## config.mk

```make
export PLATFORM = sky130hd
export DESIGN_NAME = core_bus_xbar
export DESIGN_NICKNAME = d
export VERILOG_FILES = /design/src/rtl/core_bus_xbar.sv
export SDC_FILE = /design/constraint.sdc
export NUM_CORES = 1
export LEC_CHECK = 0
export BUFFER_PORTS_ARGS = -buffer_cell sky130_fd_sc_hd__buf_4
export CAP_MARGIN = 10
export CORE_AREA = 2 2 182 184
export CTS_BUF_LIST = sky130_fd_sc_hd__clkbuf_8
export CTS_CLUSTER_SIZE = 16
export DETAILED_ROUTE_END_ITERATION = 10
export DIE_AREA = 0 0 184 186
export SLEW_MARGIN = 20
export SYNTH_ARGS = -nofsm -noshare
export SYNTH_HDL_FRONTEND = slang
export SYNTH_SLANG_ARGS = --single-unit
```

## constraint.sdc

```tcl
create_clock -name clk -period 3.8 [get_ports clk]
set_clock_uncertainty 0.15 [all_clocks]
set_input_delay 1.14 -clock clk [delete_from_list [all_inputs] [get_ports clk]]
set_output_delay 1.14 -clock clk [all_outputs]
set_load 0.01 [all_outputs]
```

## src/rtl/core_bus_xbar.sv

```systemverilog
// core_bus_xbar: N-master x M-slave crossbar on the req/gnt/rvalid core bus.
//
// Each master address is decoded combinationally against the inclusive
// [START_ADDR, END_ADDR] slave windows. The lowest slave index wins on overlap.
// Each slave has its own round-robin arbiter, and the grant is issued in the
// same cycle as the request. The response (rvalid/rdata/err) comes exactly one
// cycle after the grant. An unmapped address is granted immediately and
// answered with err=1.
//
// Optional build macro XBAR_PERF_CNT_EN adds per-master saturating stall
// counters (perf_stall_o) and a synchronous clear input (perf_clr_i).
module core_bus_xbar #(
    parameter int NB_MASTER      = 2,
    parameter int NB_SLAVE       = 3,
    parameter int ADDR_WIDTH     = 32,
    parameter int DATA_WIDTH     = 32,
    parameter int SLV_ADDR_WIDTH = 16,
    parameter logic [NB_SLAVE*ADDR_WIDTH-1:0] START_ADDR =
        {32'h4000_0000, 32'h2000_0000, 32'h1000_0000},
    parameter logic [NB_SLAVE*ADDR_WIDTH-1:0] END_ADDR =
        {32'h4000_0fff, 32'h2000_ffff, 32'h1000_ffff}
) (
    input  logic                                clk,
    input  logic                                rst,
    input  logic [NB_MASTER-1:0]                m_req_i,
    output logic [NB_MASTER-1:0]                m_gnt_o,
    output logic [NB_MASTER-1:0]                m_rvalid_o,
    output logic [NB_MASTER-1:0]                m_err_o,
    input  logic [NB_MASTER-1:0]                m_we_i,
    input  logic [NB_MASTER*DATA_WIDTH/8-1:0]   m_be_i,
    input  logic [NB_MASTER*ADDR_WIDTH-1:0]     m_addr_i,
    input  logic [NB_MASTER*DATA_WIDTH-1:0]     m_wdata_i,
    output logic [NB_MASTER*DATA_WIDTH-1:0]     m_rdata_o,
    output logic [NB_SLAVE-1:0]                 s_req_o,
    output logic [NB_SLAVE-1:0]                 s_we_o,
    output logic [NB_SLAVE*DATA_WIDTH/8-1:0]    s_be_o,
    output logic [NB_SLAVE*SLV_ADDR_WIDTH-1:0]  s_addr_o,
    output logic [NB_SLAVE*DATA_WIDTH-1:0]      s_wdata_o,
    input  logic [NB_SLAVE*DATA_WIDTH-1:0]      s_rdata_i
`ifdef XBAR_PERF_CNT_EN
    ,
    input  logic                                perf_clr_i,
    output logic [NB_MASTER*32-1:0]             perf_stall_o
`endif
);

    localparam int BW  = DATA_WIDTH / 8;
    localparam int MW  = (NB_MASTER > 1) ? $clog2(NB_MASTER) : 1;
    localparam int MW1 = MW + 1;
    localparam int SW  = (NB_SLAVE > 1) ? $clog2(NB_SLAVE) : 1;

    // Unpacked views of the packed master/slave buses
    logic [ADDR_WIDTH-1:0] m_addr  [NB_MASTER];
    logic [DATA_WIDTH-1:0] m_wdata [NB_MASTER];
    logic [BW-1:0]         m_be    [NB_MASTER];
    logic [SW-1:0]         dec_slv [NB_MASTER];
    logic [NB_MASTER-1:0]  dec_miss;
    logic [NB_MASTER-1:0]  slv_oh  [NB_SLAVE];   // one-hot winner per slave
    logic [DATA_WIDTH-1:0] s_rdata [NB_SLAVE];

    genvar gi;

    // ------------------------------------------------------------------
    // Per-slave arbitration and slave-side drive
    // ------------------------------------------------------------------
    generate
        for (gi = 0; gi < NB_SLAVE; gi++) begin : g_slv
            logic [NB_MASTER-1:0]   reqs_c;
            logic [2*NB_MASTER-1:0] dbl_c;
            logic [NB_MASTER-1:0]   rot_c;
            logic [MW1-1:0]         sum_c;
            logic                   win_vld_c;
            logic [MW-1:0]          win_c;
            logic [NB_MASTER-1:0]   oh_c;
            logic [MW-1:0]          rr_q, rr_d;
            logic                   s_req_c, s_we_c;
            logic [BW-1:0]          s_be_c;
            logic [ADDR_WIDTH-1:0]  offs_c;
            logic [DATA_WIDTH-1:0]  s_wdata_c;

            assign s_rdata[gi] = s_rdata_i[gi*DATA_WIDTH +: DATA_WIDTH];

            // Collect the masters whose decoded target is this slave
            always_comb begin
                reqs_c = '0;
                for (int j = 0; j < NB_MASTER; j++) begin
                    reqs_c[j] = m_req_i[j] && !rst && !dec_miss[j] &&
                                (dec_slv[j] == SW'(gi));
                end
            end

            // Round-robin pick: rotate so rr_q is bit 0, take the first set bit
            always_comb begin
                dbl_c     = {reqs_c, reqs_c} >> rr_q;
                rot_c     = dbl_c[NB_MASTER-1:0];
                win_vld_c = 1'b0;
                win_c     = '0;
                sum_c     = '0;
                for (int off = 0; off < NB_MASTER; off++) begin
                    if (!win_vld_c && rot_c[off]) begin
                        win_vld_c = 1'b1;
                        sum_c = {1'b0, rr_q} + MW1'(off);
                        if (sum_c >= MW1'(NB_MASTER)) begin
                            sum_c = sum_c - MW1'(NB_MASTER);
                        end
                        win_c = sum_c[MW-1:0];
                    end
                end
                oh_c = '0;
                rr_d = rr_q;
                if (win_vld_c) begin
                    oh_c[win_c] = 1'b1;
                    rr_d = (int'(win_c) == NB_MASTER - 1) ? '0 : win_c + 1'b1;
                end
            end

            assign slv_oh[gi] = oh_c;

            // Pointer moves past the winner only when a grant happens
            always_ff @(posedge clk) begin
                if (rst) begin
                    rr_q <= '0;
                end else begin
                    rr_q <= rr_d;
                end
            end

            // Route the winning master's command to the slave, zeros when idle
            always_comb begin
                s_req_c   = 1'b0;
                s_we_c    = 1'b0;
                s_be_c    = '0;
                offs_c    = '0;
                s_wdata_c = '0;
                if (win_vld_c) begin
                    s_req_c   = 1'b1;
                    s_we_c    = m_we_i[win_c];
                    s_be_c    = m_be[win_c];
                    offs_c    = m_addr[win_c] - START_ADDR[gi*ADDR_WIDTH +: ADDR_WIDTH];
                    s_wdata_c = m_wdata[win_c];
                end
            end

            assign s_req_o[gi]                                   = s_req_c;
            assign s_we_o[gi]                                    = s_we_c;
            assign s_be_o[gi*BW +: BW]                           = s_be_c;
            assign s_addr_o[gi*SLV_ADDR_WIDTH +: SLV_ADDR_WIDTH] = offs_c[SLV_ADDR_WIDTH-1:0];
            assign s_wdata_o[gi*DATA_WIDTH +: DATA_WIDTH]        = s_wdata_c;
        end
    endgenerate

    // ------------------------------------------------------------------
    // Per-master decode, grant, pending tracking and response
    // ------------------------------------------------------------------
    generate
        for (gi = 0; gi < NB_MASTER; gi++) begin : g_mst
            logic [SW-1:0]         slv_c;
            logic                  miss_c;
            logic                  gnt_c;
            logic                  pend_vld_q, pend_miss_q, pend_we_q;
            logic [SW-1:0]         pend_slv_q;
            logic                  rvalid_c;
            logic [DATA_WIDTH-1:0] rdata_c;

            assign m_addr[gi]  = m_addr_i[gi*ADDR_WIDTH +: ADDR_WIDTH];
            assign m_wdata[gi] = m_wdata_i[gi*DATA_WIDTH +: DATA_WIDTH];
            assign m_be[gi]    = m_be_i[gi*BW +: BW];

            // Address decode; scanning downward lets the lowest slave win overlaps
            always_comb begin
                miss_c = 1'b1;
                slv_c  = '0;
                for (int k = NB_SLAVE - 1; k >= 0; k--) begin
                    if (m_addr[gi] >= START_ADDR[k*ADDR_WIDTH +: ADDR_WIDTH] &&
                        m_addr[gi] <= END_ADDR[k*ADDR_WIDTH +: ADDR_WIDTH]) begin
                        miss_c = 1'b0;
                        slv_c  = SW'(k);
                    end
                end
            end

            assign dec_slv[gi]  = slv_c;
            assign dec_miss[gi] = miss_c;

            // Grant: misses bypass arbitration, hits take their slave's verdict
            always_comb begin
                gnt_c = m_req_i[gi] && !rst && miss_c;
                for (int k = 0; k < NB_SLAVE; k++) begin
                    if (slv_oh[k][gi]) begin
                        gnt_c = 1'b1;
                    end
                end
            end

            assign m_gnt_o[gi] = gnt_c;

            // Remember what was granted so the next cycle can return it
            always_ff @(posedge clk) begin
                if (rst) begin
                    pend_vld_q  <= 1'b0;
                    pend_miss_q <= 1'b0;
                    pend_we_q   <= 1'b0;
                    pend_slv_q  <= '0;
                end else begin
                    pend_vld_q  <= gnt_c;
                    pend_miss_q <= miss_c;
                    pend_we_q   <= m_we_i[gi];
                    pend_slv_q  <= slv_c;
                end
            end

            // Response; reset also squashes a response due in the reset cycle
            always_comb begin
                rvalid_c = pend_vld_q && !rst;
                rdata_c  = '0;
                if (rvalid_c && !pend_miss_q && !pend_we_q) begin
                    rdata_c = s_rdata[pend_slv_q];
                end
            end

            assign m_rvalid_o[gi]                         = rvalid_c;
            assign m_err_o[gi]                            = rvalid_c && pend_miss_q;
            assign m_rdata_o[gi*DATA_WIDTH +: DATA_WIDTH] = rdata_c;

`ifdef XBAR_PERF_CNT_EN
            logic [31:0] stall_q;

            // Saturating count of cycles spent requesting without a grant
            always_ff @(posedge clk) begin
                if (rst || perf_clr_i) begin
                    stall_q <= '0;
                end else if (m_req_i[gi] && !gnt_c && (stall_q != 32'hFFFF_FFFF)) begin
                    stall_q <= stall_q + 32'd1;
                end
            end

            assign perf_stall_o[gi*32 +: 32] = stall_q;
`endif
        end
    endgenerate

endmodule

```

After elaboration in Yosys (flattened, before gate mapping)
Cells that the tools add are included.

word-level totals
  register bits = 13
  bits of input ports = 238
  output and inout bits = 232
  word-level logic and storage cells = 215

cells by class
  add/sub/neg operators = 15
  magnitude comparators = 29
  equality and inequality tests = 4
  shifts and indexed selects = 3
  mux-type cells = 104
  bitwise operators = 5
  reduce and logical (&&, ||, !) cells = 44

operators by type and width
  cell                     number
  $mux W32                 18
  $mux W16                 12
  $bmux W32 S2             2
  $ge A32 B29 Y1 const B   2
  $ge A32 B30 Y1 const B   2
  $ge A32 B31 Y1 const B   2
  $le A32 B29 Y1 const B   2
  $le A32 B30 Y1 const B   2
  $le A32 B31 Y1 const B   2
  $mux W1                  48
  $mux W4                  12
  $sub A16 B1 Y16 const B  3
  $logic_and A1 B1 Y1      32
  $mux W2                  9
  $ge A2 B2 Y1 const B     6
  $shr A4 B1 Y2            3
  $logic_not A1 Y1         10
  $add A1 B1 Y2 const B    3
  $ge A1 B2 Y1 const B     3
  $ge A3 B3 Y1 const B     2
  $lt A1 B2 Y1 const B     3
  $not A1 Y2               3
  $not A2 Y3               2
  $sub A1 B1 Y1 const B    6
  other kinds (6)          15

Depth between registers and ports, before layout
  depth in word-level cells = 21
  gate-level depth with buffers = 8
  mapped depth without buffers = 4

Worst setup path after synthesis
No wires, ideal clock.

  path type = in2out
  start = in m_addr_i[58]
  end = out m_gnt_o[0]
  data arrival time = 2.651 ns
  setup slack = -0.141 ns
  cell stages on the path = 7
  path buffers = 3
  cells stage by stage = nor4_2 nand4_2 o2111a_1 buf_2 buf_6 a2111o_1 buf_4

on the way
  word-level cells in the longest chain between the ends = 21
  elaborated cells between the ends (all ways) = 65
  classes of those cells = order compare (12); eq/ne (2); shift (3); mux (30); reduce/logical (18)

RTL lines
  item                                                                RTL line  RTL
  start: declaration                                                  31        input logic [NB_MASTER*ADDR_WIDTH-1:0] m_addr_i,
  $ge A32 B31 Y1 or $le A32 B31 Y1 (tied branches)                    174, 175
  $logic_and A1 B1 Y1                                                 174       if (m_addr[gi] >= START_ADDR[k*ADDR_WIDTH +: ADDR_WIDTH] &&
  $mux W1 (3 in a row)                                                174
  $logic_not A1 Y1                                                    87        reqs_c[j] = m_req_i[j] && !rst && !dec_miss[j] &&
  $logic_and A1 B1 Y1 (2 in a row)                                    87
  $shr A4 B1 Y2                                                       94        dbl_c = {reqs_c, reqs_c} >> rr_q;
  $mux W1                                                             100       if (!win_vld_c && rot_c[off]) begin
  $logic_not A1 Y1                                                    100
  $logic_and A1 B1 Y1                                                 100
  $mux W1                                                             100
  $lt A1 B2 Y1 (implied by the code) or $ge A1 B1 Y1 (tied branches)  112       oh_c[win_c] = 1'b1;
  $logic_and A1 B1 Y1 (implied by the code)                           112
  $mux W1 (implied by the code)                                       112
  $demux W1 S1                                                        112
  $mux W2                                                             111       if (win_vld_c) begin
  $mux W1 (2 in a row)                                                189       if (slv_oh[k][gi]) begin
  $mux W1 (*)                                                         189
  end: declaration                                                    26        output logic [NB_MASTER-1:0] m_gnt_o,

Mark *: on every way between the ends. The rest lies on a longest branch, timed or not.

Worst setup path after layout
  start = in m_addr_i[48]
  end = out s_addr_o[4]

on the way
  word-level cells in the longest chain between the ends = 19
  elaborated cells between the ends (all ways) = 32
  classes of those cells = add/sub (1); order compare (6); shift (1); mux (14); bitwise (1); reduce/logical (9)

RTL lines
  item                                              RTL line  RTL
  $ge A32 B31 Y1 or $le A32 B31 Y1 (tied branches)  174, 175
  $logic_and A1 B1 Y1                               174
  $mux W1 (3 in a row)                              174
  $logic_not A1 Y1                                  87
  $logic_and A1 B1 Y1                               87
  $logic_and A1 B1 Y1 (*)                           87
  $shr A4 B1 Y2 (*)                                 94
  $mux W1                                           100
  $logic_not A1 Y1                                  100
  $logic_and A1 B1 Y1                               100
  $mux W1                                           100
  $not A1 Y2 (implied by the code)                  139       offs_c = m_addr[win_c] - START_ADDR[gi*ADDR_WIDTH +: ADDR_WIDTH];
  $mux W16 (implied by the code) (3 in a row)       139
  $sub A16 B1 Y16                                   139
  $mux W16 (*)                                      135       if (win_vld_c) begin
  end: declaration                                  37        output logic [NB_SLAVE*SLV_ADDR_WIDTH-1:0] s_addr_o,

Mark *: on every way between the ends. The rest lies on a longest branch, timed or not. The select of a mux whose other input is x is not followed.

==> results.ini <==
[worst_setup_path]
rrSetupSlack_ns = 1.80
criticalPathCategory = input port to output pin
crit_path_end_kind = output pin
critPathBufInv = 4
r2r_end = g_mst[0].pend_vld_q
cp_top_family = buffers and inverters
worst_path_most_repeated_cell = buf_4
critPathMaxFanout = 39
crit_required_ns = 2.51
start_kind = input port
arrival_ns = 2.86
crit_path_cell_trace = buf_6 > nor4_4 > nand4_4 > buf_4 > o2111a_2 > buf_12 > a22o_4 > buf_4
r2r_cells = 4
slowest_delay_ns = 0.31
r2r-start = g_slv[0].rr_q
cpMaxStageDelayCell = nor4_4

[layout]
drive_gt1_share_pct = 55.1
antennaDiodeCount = 0
fillers = 3510
mostFrequentLayoutCell = buf_4
area_growth_pct = 109
final_nets = 1299
mostFrequentLayoutCells = buf_4, a22o_1, nor2_1, a21oi_1, mux2i_1

[power]
peakVddDrop_mv = 0.113
power_leakage_nw = 4.24
p_per_area_nw_per_um2 = 78.2
power.total_w = 0.000690

[die]
initial_core_util_pct = 13.1
row_count = 66
dieWidth_um = 184
coreArea_um2 = 32200
die_h_um = 186
io_pins = 470
dieArea_um2 = 34200

[job]
cap_violations = 0

[hold_path]
worstHoldStart = g_slv[1].rr_q
holdPathEnd = g_slv[1].rr_q
hold_class = flip-flop to flip-flop
holdPathStages = 1

[placed_design]
portBuffers = 465
dp_slack_ns = -0.557
place_hpwl_um = 25200
place.gp.congestion = 0.858

[drt]
drc = 0
vias_per_cell = 4.66
dr.pass1.iters = 5
ant_nets = 0
wl_per_cell_um = 20.9
drt-total-wl_um = 30600
via_count = 6837
drt-initial-drc-count = 222

[timing]
hold_viol_final = 0
rsz0062_at_grt = yes
finalSetupTns_ns = -45.33
slew_viol_final = 0
fin_crit_sh_pct = 109
final.setup.worst_slack_ns = -0.353
worstMarginPinSlew_ns = 0.702
maxSlewHeadroom_pct = 53.0
fmax_mhz = 241
setup_viol = 157
fin_crit_ns = 4.15

[synth]
synth_cell_types = 44
ys_warn_count = 0
synth_cells = 588
synth_area_leaders = a22o_1, mux2i_1, nor2_1
syn_area_per_cell_um2 = 7.16
syn_area_um2 = 4210
ys.flop_type = dfxtp_1
synth_edf_count = 0
synth-seq-area-share_pct = 6.18
async_flop_share_pct = 0
ys_seq_elements = 13
synth_top_area_share_pct = 32.2
synth_top_area_cell = a22o_1

[global_routing]
antenna_found_initial = 2
grt_usage_pct = 15.9
grt_pass1_wl_um = 41600
grt_max_degree = 52
overflow = 0
grt_pass1_vias = 6794

[run_status]
status = finished, violations left
violations = setup timing

[clocking]
ctsLongestPathBuffers = 2
path_clk_slew_ns = 0.05
cts_made_buffers = 3
worstSkewPairLatency_ns = 0.23
cts_tree = built
cts-root-buf = clkbuf_8
cts_sinks = 13
cts-htree-levels = 1

-- final cells by class --
| class | instances | area (um2) | area share, % |
|---|---|---|---|
| flip-flops and latches | 13 | 263 | 2.98 |
| multi-input cells | 494 | 3610 | 40.9 |
| clock inverters | 1 | 3.75 | 0.0426 |
| repair buffers | 548 | 4390 | 49.8 |
| inverters | 1 | 3.75 | 0.0426 |
| clock buffers | 3 | 41.3 | 0.468 |
| well taps | 408 | 510 | 5.79 |
-- worst max-delay path by stage --
| stage | slack [ns] | end | startpoint | cells after the start |
|---|---|---|---|---|
| after floorplan | -0.1 | m_gnt_o[0] | m_addr_i[48] | 7 |
| after global placement | -0.50 | m_gnt_o[1] | m_addr_i[28] | 7 |
| after detailed placement | -0.56 | s_wdata_o[65] | m_addr_i[28] | 7 |
| after CTS | -0.34 | s_addr_o[4] | rst | 7 |
| after global routing | -0.40 | s_wdata_o[64] | m_addr_i[58] | 8 |
| final | -0.35 | s_addr_o[4] | m_addr_i[48] | 8 |
-- state kept, by name (all words and copies together) (netlist names) --
register           flops
g_mst.pend_vld_q       2
g_slv.rr_q             3
g_mst.pend_slv_q       4
g_mst.pend_we_q        2
g_mst.pend_miss_q      2
-- metrics by stage --
step / hold WS [ns] / utilization, % / area (um2) / instances
final: 0.340 / 27.4 / 8820 / 1468
after detailed placement: 0.321 / 26.2 / 8450 / 1455
after global routing: 0.360 / 27.4 / 8820 / 1468
after global placement: 0.323 / 26.2 / 8450 / 1455
after floorplan: 0.299 / - / 4260 / 591
after CTS: 0.336 / 26.8 / 8630 / 1462
-- layer usage --
layer / part of all wire (%) / up-vias / GRT usage, %
li1: - / 3161 / -
met1: 37 / 3256 / 17.1
met2: 51 / 374 / 30.1
met3: 9.4 / 42 / 4.77
met4: 2.7 / 4 / 4.29
met5: 0.11 / - / 0
-- cell usage after synthesis (3+ instances only) --
cell type and n:
buf_1 3, buf_6 21, nor2b_1 7, a21oi_1 65, a22o_1 155, clkbuf_1 31
nor4_1 5, nor2_1 135, nand2b_1 4, mux2i_1 64, and2b_1 4, a2111o_1 4
nor3_1 6, buf_4 15, buf_2 13, dfxtp_1 13, o21ai_0 4, nand2_1 4
nand3_1 3
-- cell families after synthesis --
logic type | count (synthesis) | synth area share [%]
other | 1 | 0.0890
buffers and inverters | 84 | 13.0
AOI/OAI and AO/OA | 239 | 44.8
muxes | 64 | 15.2
and+or+nand+nor | 186 | 20.6
xor gates and xnor gates | 1 | 0.208
DFF | 13 | 6.18
-- where the power goes --
group | internal (W) | switching [W] | leakage [nW]
logic | 0.000239 | 0.000193 | 4.11
registers | 0.000140 | 0.00000185 | 0.108
clock network | 0.0000710 | 0.0000450 | 0.0269
total | 0.000450 | 0.000240 | 4.24
-- timing repair --
item                                    in CTS  in global routing
buffers inserted                             3                  4
gates cloned                                 0                  2
endpoints found under the setup margin     158                158
gates resized for setup                     24                 24
hold buffers                                 0                  0
pin swaps                                    5                  2
(Power assumes the default switching activity.)
